File: src/rtl/accum_scheduler.sv
// ============================================================================
// Module   : accum_scheduler
// Brief    : Round-robin 4-requester arbiter feeding a batch accumulator.
//            Define ACCUM_SAT_EN to clamp the sum and raise a sticky sat flag.
// Revision : 1.0 - initial release
// ============================================================================
`default_nettype none

module accum_scheduler #(
  parameter int DATA_W = 8,
  parameter int SUM_W  = 16,
  parameter int TARGET = 16
) (
  input  logic                clk,
  input  logic                reset,
  input  logic [3:0]          req,
  input  logic [4*DATA_W-1:0] data,
  input  logic                clear,
  output logic [3:0]          grant,
  output logic [SUM_W-1:0]    sum,
  output logic [15:0]         count,
  output logic                done,
  output logic                sat
);

  localparam logic [15:0] c_TARGET = 16'(TARGET);

  typedef enum logic [1:0] {
    ST_ARB  = 2'b00,
    ST_ACC  = 2'b01,
    ST_DONE = 2'b10
  } state_t;

  state_t              r_state;
  logic [3:0]          r_grant;
  logic [SUM_W-1:0]    r_sum;
  logic [15:0]         r_count;
  logic                r_done;
  logic [1:0]          r_ptr;
  logic [1:0]          r_gidx;
  logic [DATA_W-1:0]   r_operand;

  logic [1:0]          w_win;
  logic [1:0]          w_cand;
  logic                w_found;
  logic [DATA_W-1:0]   w_operand;
  logic [SUM_W:0]      w_add;
  logic [15:0]         w_count_nxt;

  // Search starts one past ptr; the fourth candidate is ptr itself.
  always_comb begin
    w_win   = r_ptr;
    w_cand  = r_ptr;
    w_found = 1'b0;
    for (int k = 1; k <= 4; k++) begin
      w_cand = r_ptr + 2'(k);
      if (!w_found && req[w_cand]) begin
        w_win   = w_cand;
        w_found = 1'b1;
      end
    end
  end

  assign w_operand   = data[int'(w_win)*DATA_W +: DATA_W];
  assign w_add       = {1'b0, r_sum} + {{(SUM_W+1-DATA_W){1'b0}}, r_operand};
  assign w_count_nxt = r_count + 16'd1;

`ifdef ACCUM_SAT_EN
  logic r_sat;
  assign sat = r_sat;
`else
  assign sat = 1'b0;
`endif

  always_ff @(posedge clk or posedge reset) begin
    if (reset) begin
      r_state   <= ST_ARB;
      r_grant   <= 4'b0000;
      r_sum     <= '0;
      r_count   <= 16'd0;
      r_done    <= 1'b0;
      r_ptr     <= 2'd3;
      r_gidx    <= 2'd0;
      r_operand <= '0;
`ifdef ACCUM_SAT_EN
      r_sat     <= 1'b0;
`endif
    end else if (clear) begin
      r_state   <= ST_ARB;
      r_grant   <= 4'b0000;
      r_sum     <= '0;
      r_count   <= 16'd0;
      r_done    <= 1'b0;
`ifdef ACCUM_SAT_EN
      r_sat     <= 1'b0;
`endif
    end else begin
      case (r_state)
        ST_ARB: begin
          if (w_found) begin
            r_grant   <= 4'b0001 << w_win;
            r_gidx    <= w_win;
            r_operand <= w_operand;
            r_state   <= ST_ACC;
          end
        end
        ST_ACC: begin
          r_grant <= 4'b0000;
          r_ptr   <= r_gidx;
          r_count <= w_count_nxt;
`ifdef ACCUM_SAT_EN
          if (w_add[SUM_W]) begin
            r_sum <= '1;
            r_sat <= 1'b1;
          end else begin
            r_sum <= w_add[SUM_W-1:0];
          end
`else
          r_sum <= w_add[SUM_W-1:0];
`endif
          if (w_count_nxt == c_TARGET) begin
            r_state <= ST_DONE;
            r_done  <= 1'b1;
          end else begin
            r_state <= ST_ARB;
          end
        end
        ST_DONE: begin
          r_grant <= 4'b0000;
          r_done  <= 1'b1;
        end
        default: begin
          r_state <= ST_ARB;
          r_grant <= 4'b0000;
          r_done  <= 1'b0;
        end
      endcase
    end
  end

  assign grant = r_grant;
  assign sum   = r_sum;
  assign count = r_count;
  assign done  = r_done;

endmodule

`default_nettype wire

File: config.mk
export PLATFORM = sky130hd
export DESIGN_NAME = accum_scheduler
export DESIGN_NICKNAME = d
export VERILOG_FILES = /design/src/rtl/accum_scheduler.sv
export SDC_FILE = /design/constraint.sdc
export NUM_CORES = 1
export LEC_CHECK = 0
export ABC_CLOCK_PERIOD_IN_PS = 3800
export CORE_UTILIZATION = 35
export CTS_BUF_LIST = sky130_fd_sc_hd__clkbuf_8
export CTS_CLUSTER_DIAMETER = 80
export CTS_CLUSTER_SIZE = 25
export DETAILED_ROUTE_END_ITERATION = 6
export SLEW_MARGIN = 20
export SYNTH_ARGS = -nofsm -noshare
export SYNTH_HDL_FRONTEND = slang
export SYNTH_SLANG_ARGS = --single-unit
File: constraint.sdc
create_clock -name clk -period 3.8 [get_ports clk]
set_input_delay 0.76 -clock clk [delete_from_list [all_inputs] [get_ports clk]]
set_output_delay 0.76 -clock clk [all_outputs]
set_load 0.01 [all_outputs]
==> impl_metrics.csv, run 1 <==
group,metric,value,unit
final_layout,multiInputGateArea,1870,sq um
outcome,status,"finished clean",
critical_path,start_kind,"flip-flop",
pwr,finalPower,2.06,mW
placement,portBuffers,75,
logic_synthesis,syn-cell-area,3290,sq um
global_routing,grt_overflow,0,
logic_synthesis,async_flop_share,100,%
critical_path,path_cells,"ha_1 > fa_1 > a21o_1 > a21oi_1 > o21bai_1 > a2111oi_2 > nor2_1 > nand3_1 > mux2_2",
sta,setup_tns,0,ps
final_layout,final_cell_mix,"clkdlybuf4s50_1 (75), dfrtp_1 (49), nor2_1 (48)",
worst_hold_path,hp-class,"flip-flop to flip-flop",
cts,cts_buffers,5,
logic_synthesis,synth_warnings,0,
global_routing,grt_antenna_before_repair,0,
sta,drv_slew,0,
sta,slew_headroom,38.9,%
global_routing,grt_pass1_vias,2692,
cts,post_cts_buffers,0,
sta,setup_viol,0,
floorplanning,fp.dieArea,9790,sq um
pwr,power.share.combinational,46.9,%
critical_path,critPathKind,"flip-flop to flip-flop",
placement,place_area,4110,sq um
logic_synthesis,synthFlopType,"dfrtp_1",
floorplanning,die_w,99.0,um
final_layout,final_common_cell,"clkdlybuf4s50_1",
pwr,irDropWorstVdd,304,uV
final_layout,fillers,912,
pwr,intPower,1.29,mW
critical_path,cp-end-kind,"flip-flop",
sta,layout_min_cycle_time,2820,ps
logic_synthesis,synth-adder-area-share,5.55,%
logic_synthesis,synth_fp_nets,402,
cts,ctsHoldBuffers,0,
final_layout,regArea,1280,sq um
critical_path,crit_required,3990,ps
cts,clk_pin_slew,100,ps
sta,rsz0062_at_grt,"false",
cts,cts_num_sinks,51,
critical_path,cp_slowest_cell,"a2111oi_2",
logic_synthesis,synth_xor_area_share,6.39,%
final_layout,final_util,46.0,%
cts,cts_tree,"done",
pwr,p_clk_share,16.6,%
final_layout,drive_gt1_share,9.59,%
global_routing,grt_max_degree,41,
sta,clock-skew-final,10.2,ps
floorplanning,die_height,99.0,um
placement,gpl.final_weighted_congestion,0.789,
pwr,power_frac_seq,36.5,%
logic_synthesis,synth.avg_cell_area,9.43,sq um
critical_path,cpPeakStageDelay,590,ps
pwr,p_leak,1.76,nW
placement,dp_hpwl,5600,um
floorplanning,fp.coreArea,9150,sq um
logic_synthesis,synth-compound-area-share,13.3,%
pwr,swShare,37.3,%
critical_path,critPathArrivalTime,3010,ps
cts,cts-resized-gates,0,
final_layout,postLayoutCellArea,4210,sq um
route,firstDrtPassIters,4,
logic_synthesis,ys_ff_latch,51,
route,drt_iter0_markers,80,
critical_path,crit_family,"compound AO/OA/AOI/OAI gates",
pwr,p_per_area,490,nW/um^2
cts,insertion_delay,300,ps
floorplanning,ios,77,
critical_path,path_max_fanout,4,
floorplanning,rows,35,
route,wl_per_cell,14.6,um
sta,max_freq,355,MHz
final_layout,antenna_cells,0,
logic_synthesis,yosysSeqAreaShare,38.9,%
route,antenna_left,0,
cts,clk_path_buf_depth,2,
logic_synthesis,synth_top_family_by_area,"simple AND/OR/NAND/NOR gates",
logic_synthesis,synth_cell_types,57,
critical_path,r2r_slack,980,ps
sta,tightest_slew,913,ps
global_routing,grt_pass1_wl,13200,um
final_layout,fin_nets,469,
cts,cts_root_buf,"clkbuf_8",
critical_path,reg2reg_depth,9,
critical_path,cp_num_buf_inv,0,
global_routing,grtUsageTotal,16.7,%
route,vias,2738,
sta,post-route-period-util,74.1,%
logic_synthesis,synth_edf_count,0,
route,postRouteWirelength,7720,um
critical_path,crit_cells,9,
logic_synthesis,synth_simple_gate_area_share,21.1,%
cts,htreeDepth,2,
route,drc_errors,0,
sta,hold_viol,0,
worst_hold_path,holdPathStages,1,
logic_synthesis,synthMuxAreaShare,9.73,%
final_layout,syn2layout_area_growth,27.8,%
floorplanning,start_util,36.0,%
route,routed_via_density,5.19,
pwr,switching_power,0.768,mW
run,drv_cap,0,
logic_synthesis,synthCells,349,
-- final timing paths --
check                                           start                    end
worst max-delay path               sum[0]$_DFFE_PP0P_    sum[10]$_DFFE_PP0P_
worst min-delay path            r_gidx[0]$_DFFE_PP0P_   r_ptr[0]$_DFFE_PP1P_
worst max register to register     sum[0]$_DFFE_PP0P_    sum[10]$_DFFE_PP0P_
worst min register to register  r_gidx[0]$_DFFE_PP0P_   r_ptr[0]$_DFFE_PP1P_
max in group asynchronous                       reset  count[12]$_DFFE_PP0P_
min in group asynchronous                       reset  count[11]$_DFFE_PP0P_
-- worst reg2reg max path, stage by stage, from the launching register on --
cell and delay, ps:
dfrtp_1 410, ha_1 230, fa_1 410, a21o_1 180, a21oi_1 230, o21bai_1 140, a2111oi_2 590, nor2_1 110
nand3_1 90, mux2_2 330
-- metrics by stage --
stage / setup WS, ps / instances / hold WS [ps]
6_report: 985 / 528 / 525
5_1_grt: 794 / 528 / 560
4_1_cts: 976 / 528 / 529
3_5_place_dp: 845 / 520 / 505
3_3_place_gp: 931 / 520 / 485
2_1_floorplan: 1220 / 349 / 477
-- registers in the layout, summed over array words and instances, names as in the netlist --
name,flops
r_gidx,2
sum,16
r_ptr,2
r_state,2
r_operand,8
grant,4
done,1
count,16
-- power groups by stage --
| stage | logic [mW] | clock network [mW] | registers, mW |
|---|---|---|---|
| after floorplan | 0.679 | 0 | 0.749 |
| after global placement | 0.941 | 0 | 0.762 |
| after detailed placement | 0.968 | 0 | 0.766 |
| after CTS | 0.973 | 0.353 | 0.756 |
| after global routing | 1.08 | 0.379 | 0.771 |
| final | 0.966 | 0.342 | 0.753 |
-- cells in the mapped netlist (5+ instances only) --
cell type / instances / area [sq um]
nand2_1: 17 / 63.8
ha_1: 13 / 163
a21o_1: 5 / 37.5
dfrtp_1: 49 / 1230
xor2_1: 14 / 123
xnor2_1: 10 / 87.6
a31oi_1: 5 / 31.3
buf_2: 5 / 25.0
mux2i_1: 17 / 170
a211oi_1: 10 / 75.1
nor2b_1: 12 / 75.1
nor2_1: 48 / 180
nand3_1: 10 / 50.1
inv_1: 7 / 26.3
buf_6: 5 / 56.3
nor3_1: 7 / 35.0
o21ai_0: 10 / 50.1
nand4_1: 7 / 43.8
and3_1: 5 / 31.3
clkbuf_1: 8 / 30.0
a21oi_1: 21 / 105
nand2b_1: 7 / 43.8
mux2_2: 12 / 135
-- per-layer routing --
layer	global-route usage [%]	part of all wire (%)	up-vias
li1	-	-	1365
met3	2.41	2.3	4
met2	29.0	50	41
met5	0	0	-
met1	22.0	47	1328
met4	3.44	0.74	0
-- cells by family (layout without fill, tap and decap cells) --
group / after synthesis / count (layout)
AO/OA/AOI/OAI: 67 / 67
multiplexers: 30 / 30
buffers and inverters: 28 / 96
other: 1 / 1
AND/OR/NAND/NOR: 134 / 134
XOR/XNOR: 24 / 24
flip-flops: 51 / 51
adder cells (fa/ha/maj): 14 / 14
-- cell type report --
cell class,instances,area share [%]
clock buffer,7,2.29
clock inverter,1,0.0892
inverter,7,0.625
multi-input combinational,270,44.4
sequential,51,30.4
tap,111,3.30
timing repair buffer,81,18.9
Note: power is estimated with default switching activity, not from simulation.
==> run 2: changes to the inputs <==
--- a/config.mk
+++ b/config.mk
@@ -5,7 +5,7 @@
 export SDC_FILE = /design/constraint.sdc
 export NUM_CORES = 1
 export LEC_CHECK = 0
-export ABC_CLOCK_PERIOD_IN_PS = 3800
+export ABC_CLOCK_PERIOD_IN_PS = 2350
 export CORE_UTILIZATION = 35
 export CTS_BUF_LIST = sky130_fd_sc_hd__clkbuf_8
 export CTS_CLUSTER_DIAMETER = 80
==> constraint.sdc (replaced) <==
create_clock -name clk -period 2.35 [get_ports clk]
set_input_delay 0.47 -clock clk [delete_from_list [all_inputs] [get_ports clk]]
set_output_delay 0.47 -clock clk [all_outputs]
set_load 0.01 [all_outputs]
==> run 2 against run 1 <==
  * Global-route usage shrank 0.39 points
  * Utilization increased by 2.4 points
  * Maximum frequency is 22% higher
  * Routed wire length fell by 1.4%
  * Register-to-register slack got worse by 950 ps
  * First-iteration DRC count rose by 6.3%
  * Critical endpoint unchanged
  * Highest routed layer unchanged
==> impl_metrics.csv, run 2 (same netlist as run 1, synthesis figures left out) <==
group,metric,value,unit
run,drv_cap,0,
floorplanning,ios,77,
route,drt_iter0_markers,85,
global_routing,grt_pass1_wl,12800,um
floorplanning,fp.dieArea,9790,sq um
floorplanning,die_w,99.0,um
placement,portBuffers,75,
cts,ctsHoldBuffers,0,
critical_path,start_kind,"flip-flop",
critical_path,r2r-end,"sum[10]$_DFFE_PP0P_",
sta,setup_tns,0,ps
placement,dp_cells,533,
floorplanning,start_util,36.0,%
sta,layout_min_cycle_time,2310,ps
sta,max_freq,432,MHz
critical_path,timing.rr.start,"sum[0]$_DFFE_PP0P_",
cts,cts_num_sinks,51,
critical_path,cp-end-kind,"flip-flop",
sta,tightest_slew,947,ps
critical_path,critPathArrivalTime,2510,ps
floorplanning,die_height,99.0,um
cts,insertion_delay,310,ps
final_layout,final_cell_mix,"clkdlybuf4s50_1 (75), dfrtp_1 (49), nor2_1 (48)",
final_layout,fin_cells,542,
final_layout,antenna_cells,0,
sta,hold_viol,0,
sta,rsz0062_at_grt,"true",
global_routing,grt_max_degree,52,
pwr,p_leak,1.87,nW
final_layout,fin_nets,483,
critical_path,path_max_fanout,2,
sta,clock-skew-final,10.1,ps
critical_path,reg2reg_depth,9,
final_layout,postLayoutCellArea,4430,sq um
route,postRouteWirelength,7610,um
global_routing,grt_antenna_before_repair,0,
route,vias,2789,
final_layout,final_common_cell,"clkdlybuf4s50_1",
route,routed_via_density,5.15,
outcome,status,"finished clean",
floorplanning,rows,35,
floorplanning,fp.coreArea,9150,sq um
final_layout,drive_gt1_share,13.7,%
sta,whs,515,ps
worst_hold_path,hp-class,"input port to async pin",
global_routing,grtUsageTotal,16.3,%
global_routing,grt_pass1_vias,2689,
critical_path,crit_required,2540,ps
placement,gpl.final_weighted_congestion,0.756,
cts,clk_path_buf_depth,2,
global_routing,grt_overflow,0,
route,antenna_left,0,
placement,place_area,4270,sq um
sta,slew_headroom,36.6,%
cts,cts_buffers,5,
cts,cts_root_buf,"clkbuf_8",
critical_path,r2r_slack,40,ps
pwr,irDropWorstVdd,440,uV
route,firstDrtPassIters,4,
cts,htreeDepth,2,
final_layout,syn2layout_area_growth,34.5,%
cts,cts_tree,"done",
pwr,finalPower,3.71,mW
sta,drv_slew,0,
sta,setup_viol,0,
sta,post-route-period-util,98.5,%
cts,clk_pin_slew,100,ps
critical_path,critPathKind,"flip-flop to flip-flop",
route,drc_errors,0,
pwr,p_per_area,839,nW/um^2
placement,dp_hpwl,5550,um
route,wl_per_cell,14.0,um
-- run 2: cell types whose count changed in the layout (fill, tap and decap cells not counted), moves of 2 or more --
cell and change:
buf_4 +11, buf_12 +3, clkbuf_8 -2, bufinv_16 +2
-- run 2: per-layer routing --
layer | part of all wire, % | up-vias | track usage, %
met4 | 0.89 | 0 | 3.79
met3 | 2.8 | 5 | 2.70
met1 | 46 | 1343 | 21.0
li1 | - | 1397 | -
met2 | 50 | 44 | 28.5
met5 | 0 | - | 0
-- run 2: worst max-delay path: stages (launching register included) --
cell	delay, ps
dfrtp_1	390
ha_2	200
fa_2	340
a21o_1	170
a21oi_2	160
o21bai_2	110
a2111oi_4	330
nor2_1	90
nand3_1	110
mux2_4	300
-- run 2: worst max-delay path by stage --
stage                             startpoint                        to  slack, ps
global route              sum[0]$_DFFE_PP0P_       sum[14]$_DFFE_PP0P_       -110
detailed placement                    req[3]  r_operand[6]$_DFFE_PP0P_       -110
finish                    sum[0]$_DFFE_PP0P_       sum[10]$_DFFE_PP0P_         40
global placement                      req[3]  r_operand[6]$_DFFE_PP0P_        -60
floorplan                 sum[0]$_DFFE_PP0P_       sum[10]$_DFFE_PP0P_         30
CTS                 r_operand[0]$_DFFE_PP0P_       sum[10]$_DFFE_PP0P_         10
-- run 2: where the power goes --
part           internal, mW  switching (mW)  leakage, nW
combinational         0.919           0.870         1.13
sequential             1.06           0.143        0.672
clock                 0.422           0.297       0.0695
total                  2.40            1.31         1.87
-- run 2: area by class of cell --
cell class                      instances  area [sq um]
Tap cell                              111           139
Clock buffer                            5          68.8
Fill cell                             858          4730
Multi-Input combinational cell        270          1910
Sequential cell                        51          1280
Clock inverter                          3          63.8
Timing Repair Buffer                   95           938
Inverter                                7          26.3
-- run 2: per-stage QoR --
step           setup WS [ps]  utilization [%]
2_1_floorplan           27.5                -
3_3_place_gp           -59.2             46.6
3_5_place_dp            -105             46.6
4_1_cts                 11.8             48.1
5_1_grt                 -108             48.4
6_report                35.2             48.4
-- run 2: what timing repair did --
action / 4_1_cts / 5_1_grt
hold endpoints to repair: 0 / 0
setup buffers: 0 / 1
resized for setup: 1 / 3
gates cloned: 0 / 0
endpoints found under the setup margin: 3 / 7
==> run 3: changes to the inputs <==
--- a/config.mk
+++ b/config.mk
@@ -6,11 +6,12 @@
 export NUM_CORES = 1
 export LEC_CHECK = 0
 export ABC_CLOCK_PERIOD_IN_PS = 2350
-export CORE_UTILIZATION = 35
+export CORE_UTILIZATION = 40
 export CTS_BUF_LIST = sky130_fd_sc_hd__clkbuf_8
 export CTS_CLUSTER_DIAMETER = 80
 export CTS_CLUSTER_SIZE = 25
 export DETAILED_ROUTE_END_ITERATION = 6
+export PLACE_DENSITY = 0.69
 export SLEW_MARGIN = 20
 export SYNTH_ARGS = -nofsm -noshare
 export SYNTH_HDL_FRONTEND = slang
==> run 3 against run 2 <==
  * The run now ends with negative setup slack left
  * Critical path depth increased by 1
  * Sequential power about the same
  * Via count increased by 1.1%
  * Sequential cell count unchanged
  * Die area decreased by 12%
  * Final cell count decreased by 0.37%
  * Worst setup slack got worse by 53 ps
  * Combinational power about the same
  * Final area increased by 0.54%
  * Clock skew decreased by 3.3 ps
  * Register-to-register slack got worse by 50 ps
  * Critical endpoint is now sum[8]$_DFFE_PP0P_
==> impl_metrics.csv, run 3 (same netlist as run 1, synthesis figures left out) <==
group,metric,value,unit
global_routing,grtUsageTotal,18.3,%
final_layout,fin_nets,490,
sta,rsz0062_at_grt,"true",
critical_path,critPathArrivalTime,2550,ps
route,wl_per_cell,13.9,um
cts,clk_path_buf_depth,2,
cts,clk_pin_slew,90,ps
placement,dp_hpwl,5330,um
cts,cts_tree,"done",
outcome,status,"finished with violations",
critical_path,path_cells,"ha_2 > fa_2 > a21o_1 > a21oi_2 > o21bai_2 > a2111oi_4 > buf_4 > nor3_1 > xnor2_1 > nor2_1",
sta,drv_slew,0,
placement,gpl.final_weighted_congestion,0.818,
global_routing,grt_pass1_vias,2733,
critical_path,timing.rr.start,"sum[0]$_DFFE_PP0P_",
final_layout,drive_gt1_share,16.0,%
global_routing,grt_overflow,0,
floorplanning,start_util,41.9,%
floorplanning,ios,77,
route,postRouteWirelength,7520,um
floorplanning,fp.dieArea,8590,sq um
route,drc_errors,0,
floorplanning,fp.coreArea,7850,sq um
outcome,violations,"negative setup slack",
route,routed_via_density,5.22,
final_layout,syn2layout_area_growth,35.2,%
critical_path,cp_slowest_cell,"dfrtp_1",
cts,cts_num_sinks,51,
worst_hold_path,hp-class,"input port to async pin",
final_layout,multiInputGateArea,1920,sq um
pwr,p_leak,1.89,nW
critical_path,r2r_slack,-20,ps
cts,insertion_delay,300,ps
pwr,p_per_area,822,nW/um^2
global_routing,grt_max_degree,52,
pwr,irDropWorstVdd,466,uV
final_layout,postLayoutCellArea,4450,sq um
global_routing,grt_pass1_wl,12800,um
final_layout,antenna_cells,0,
cts,ctsHoldBuffers,0,
critical_path,r2r-end,"sum[8]$_DFFE_PP0P_",
route,vias,2819,
global_routing,grt_antenna_before_repair,0,
critical_path,cp-end-kind,"flip-flop",
critical_path,crit_required,2530,ps
cts,cts_root_buf,"clkbuf_8",
floorplanning,die_height,92.7,um
critical_path,path_max_fanout,3,
final_layout,final_cell_mix,"clkdlybuf4s50_1 (75), nor2_1 (48), dfrtp_1 (48)",
cts,cts_buffers,5,
sta,post-route-period-util,101,%
route,antenna_left,0,
route,drt_iter0_markers,137,
placement,place_area,4270,sq um
critical_path,cpPeakStageDelay,390,ps
sta,tightest_slew,849,ps
sta,clock-skew-final,6.71,ps
sta,setup_ws,-18.0,ps
route,firstDrtPassIters,4,
sta,max_freq,422,MHz
final_layout,fillers,726,
sta,layout_min_cycle_time,2370,ps
final_layout,final_common_cell,"clkdlybuf4s50_1",
sta,slew_headroom,43.2,%
run,drv_cap,0,
cts,htreeDepth,2,
floorplanning,die_w,92.7,um
placement,portBuffers,75,
pwr,finalPower,3.66,mW
floorplanning,rows,32,
final_layout,regArea,1280,sq um
critical_path,reg2reg_depth,10,
critical_path,critPathKind,"flip-flop to flip-flop",
critical_path,start_kind,"flip-flop",
sta,setup_viol,4,
sta,hold_viol,0,
==> run 3: changes by cell type in the layout (fill, tap and decap cells not counted), sizes merged <==
cell / change
buf: +7
bufinv: -1
clkbuf: +1
clkinv: +1
inv: -1
==> run 3: area by class of cell <==
type | instances | share of cell area, %
Inverter | 7 | 0.591
Tap cell | 102 | 2.87
Clock inverter | 2 | 0.787
Timing Repair Buffer | 102 | 22.0
Multi-Input combinational cell | 270 | 43.1
Clock buffer | 6 | 1.86
Sequential cell | 51 | 28.8
==> run 3: critical path: cells and delay by family (launching register included) <==
| kind | cells | cell delay (ps) |
|---|---|---|
| XOR/XNOR | 1 | 180 |
| AO/OA/AOI/OAI | 4 | 820 |
| AND/OR/NAND/NOR | 2 | 110 |
| adder cells (fa/ha/maj) | 2 | 540 |
| flip-flops | 1 | 390 |
| buffers and inverters | 1 | 200 |
==> run 3: timing repair <==
action | 4_1_cts | 5_1_grt
gates resized for setup | 1 | 5
pin swaps | 0 | 4
setup buffers | 0 | 4
endpoints found under the setup margin | 1 | 8
==> run 3: power by group <==
part	total, mW	internal, mW	switching (mW)
combinational	1.81	0.930	0.878
sequential	1.21	1.06	0.149
clock	0.636	0.345	0.291
==> run 3: worst max-delay path by stage <==
stage          slack [ps]          startpoint                       end  depth (start not counted)
2_1_floorplan          30  sum[0]$_DFFE_PP0P_       sum[10]$_DFFE_PP0P_                          9
3_3_place_gp            5              req[3]  r_operand[6]$_DFFE_PP0P_                          9
3_5_place_dp          -70              req[3]  r_operand[1]$_DFFE_PP0P_                          9
4_1_cts               -20  sum[0]$_DFFE_PP0P_       sum[10]$_DFFE_PP0P_                          9
5_1_grt              -150  sum[0]$_DFFE_PP0P_       sum[10]$_DFFE_PP0P_                          9
6_report              -20  sum[0]$_DFFE_PP0P_        sum[8]$_DFFE_PP0P_                         10
==> run 3: per-layer routing <==
layer	vias up	track usage (%)	wire, um
li1	1417	-	-
met1	1341	24.2	3490
met2	52	31.4	3650
met3	9	2.79	276
met4	0	5.00	107
met5	-	0	0
==> run 3: through the flow <==
| stage | cells | setup TNS [ps] | utilization, % | worst slack, ps | hold slack, ps |
|---|---|---|---|---|---|
| final | 540 | -50.0 | 56.7 | -18.0 | 516 |
| after global routing | 540 | -539 | 56.7 | -153 | 533 |
| after CTS | 536 | -17.5 | 56.0 | -17.5 | 521 |
| after detailed placement | 528 | -497 | 54.4 | -73.5 | 497 |
| after global placement | 528 | 0 | 54.4 | 5.31 | 488 |
| after floorplan | 349 | 0 | - | 27.5 | 477 |
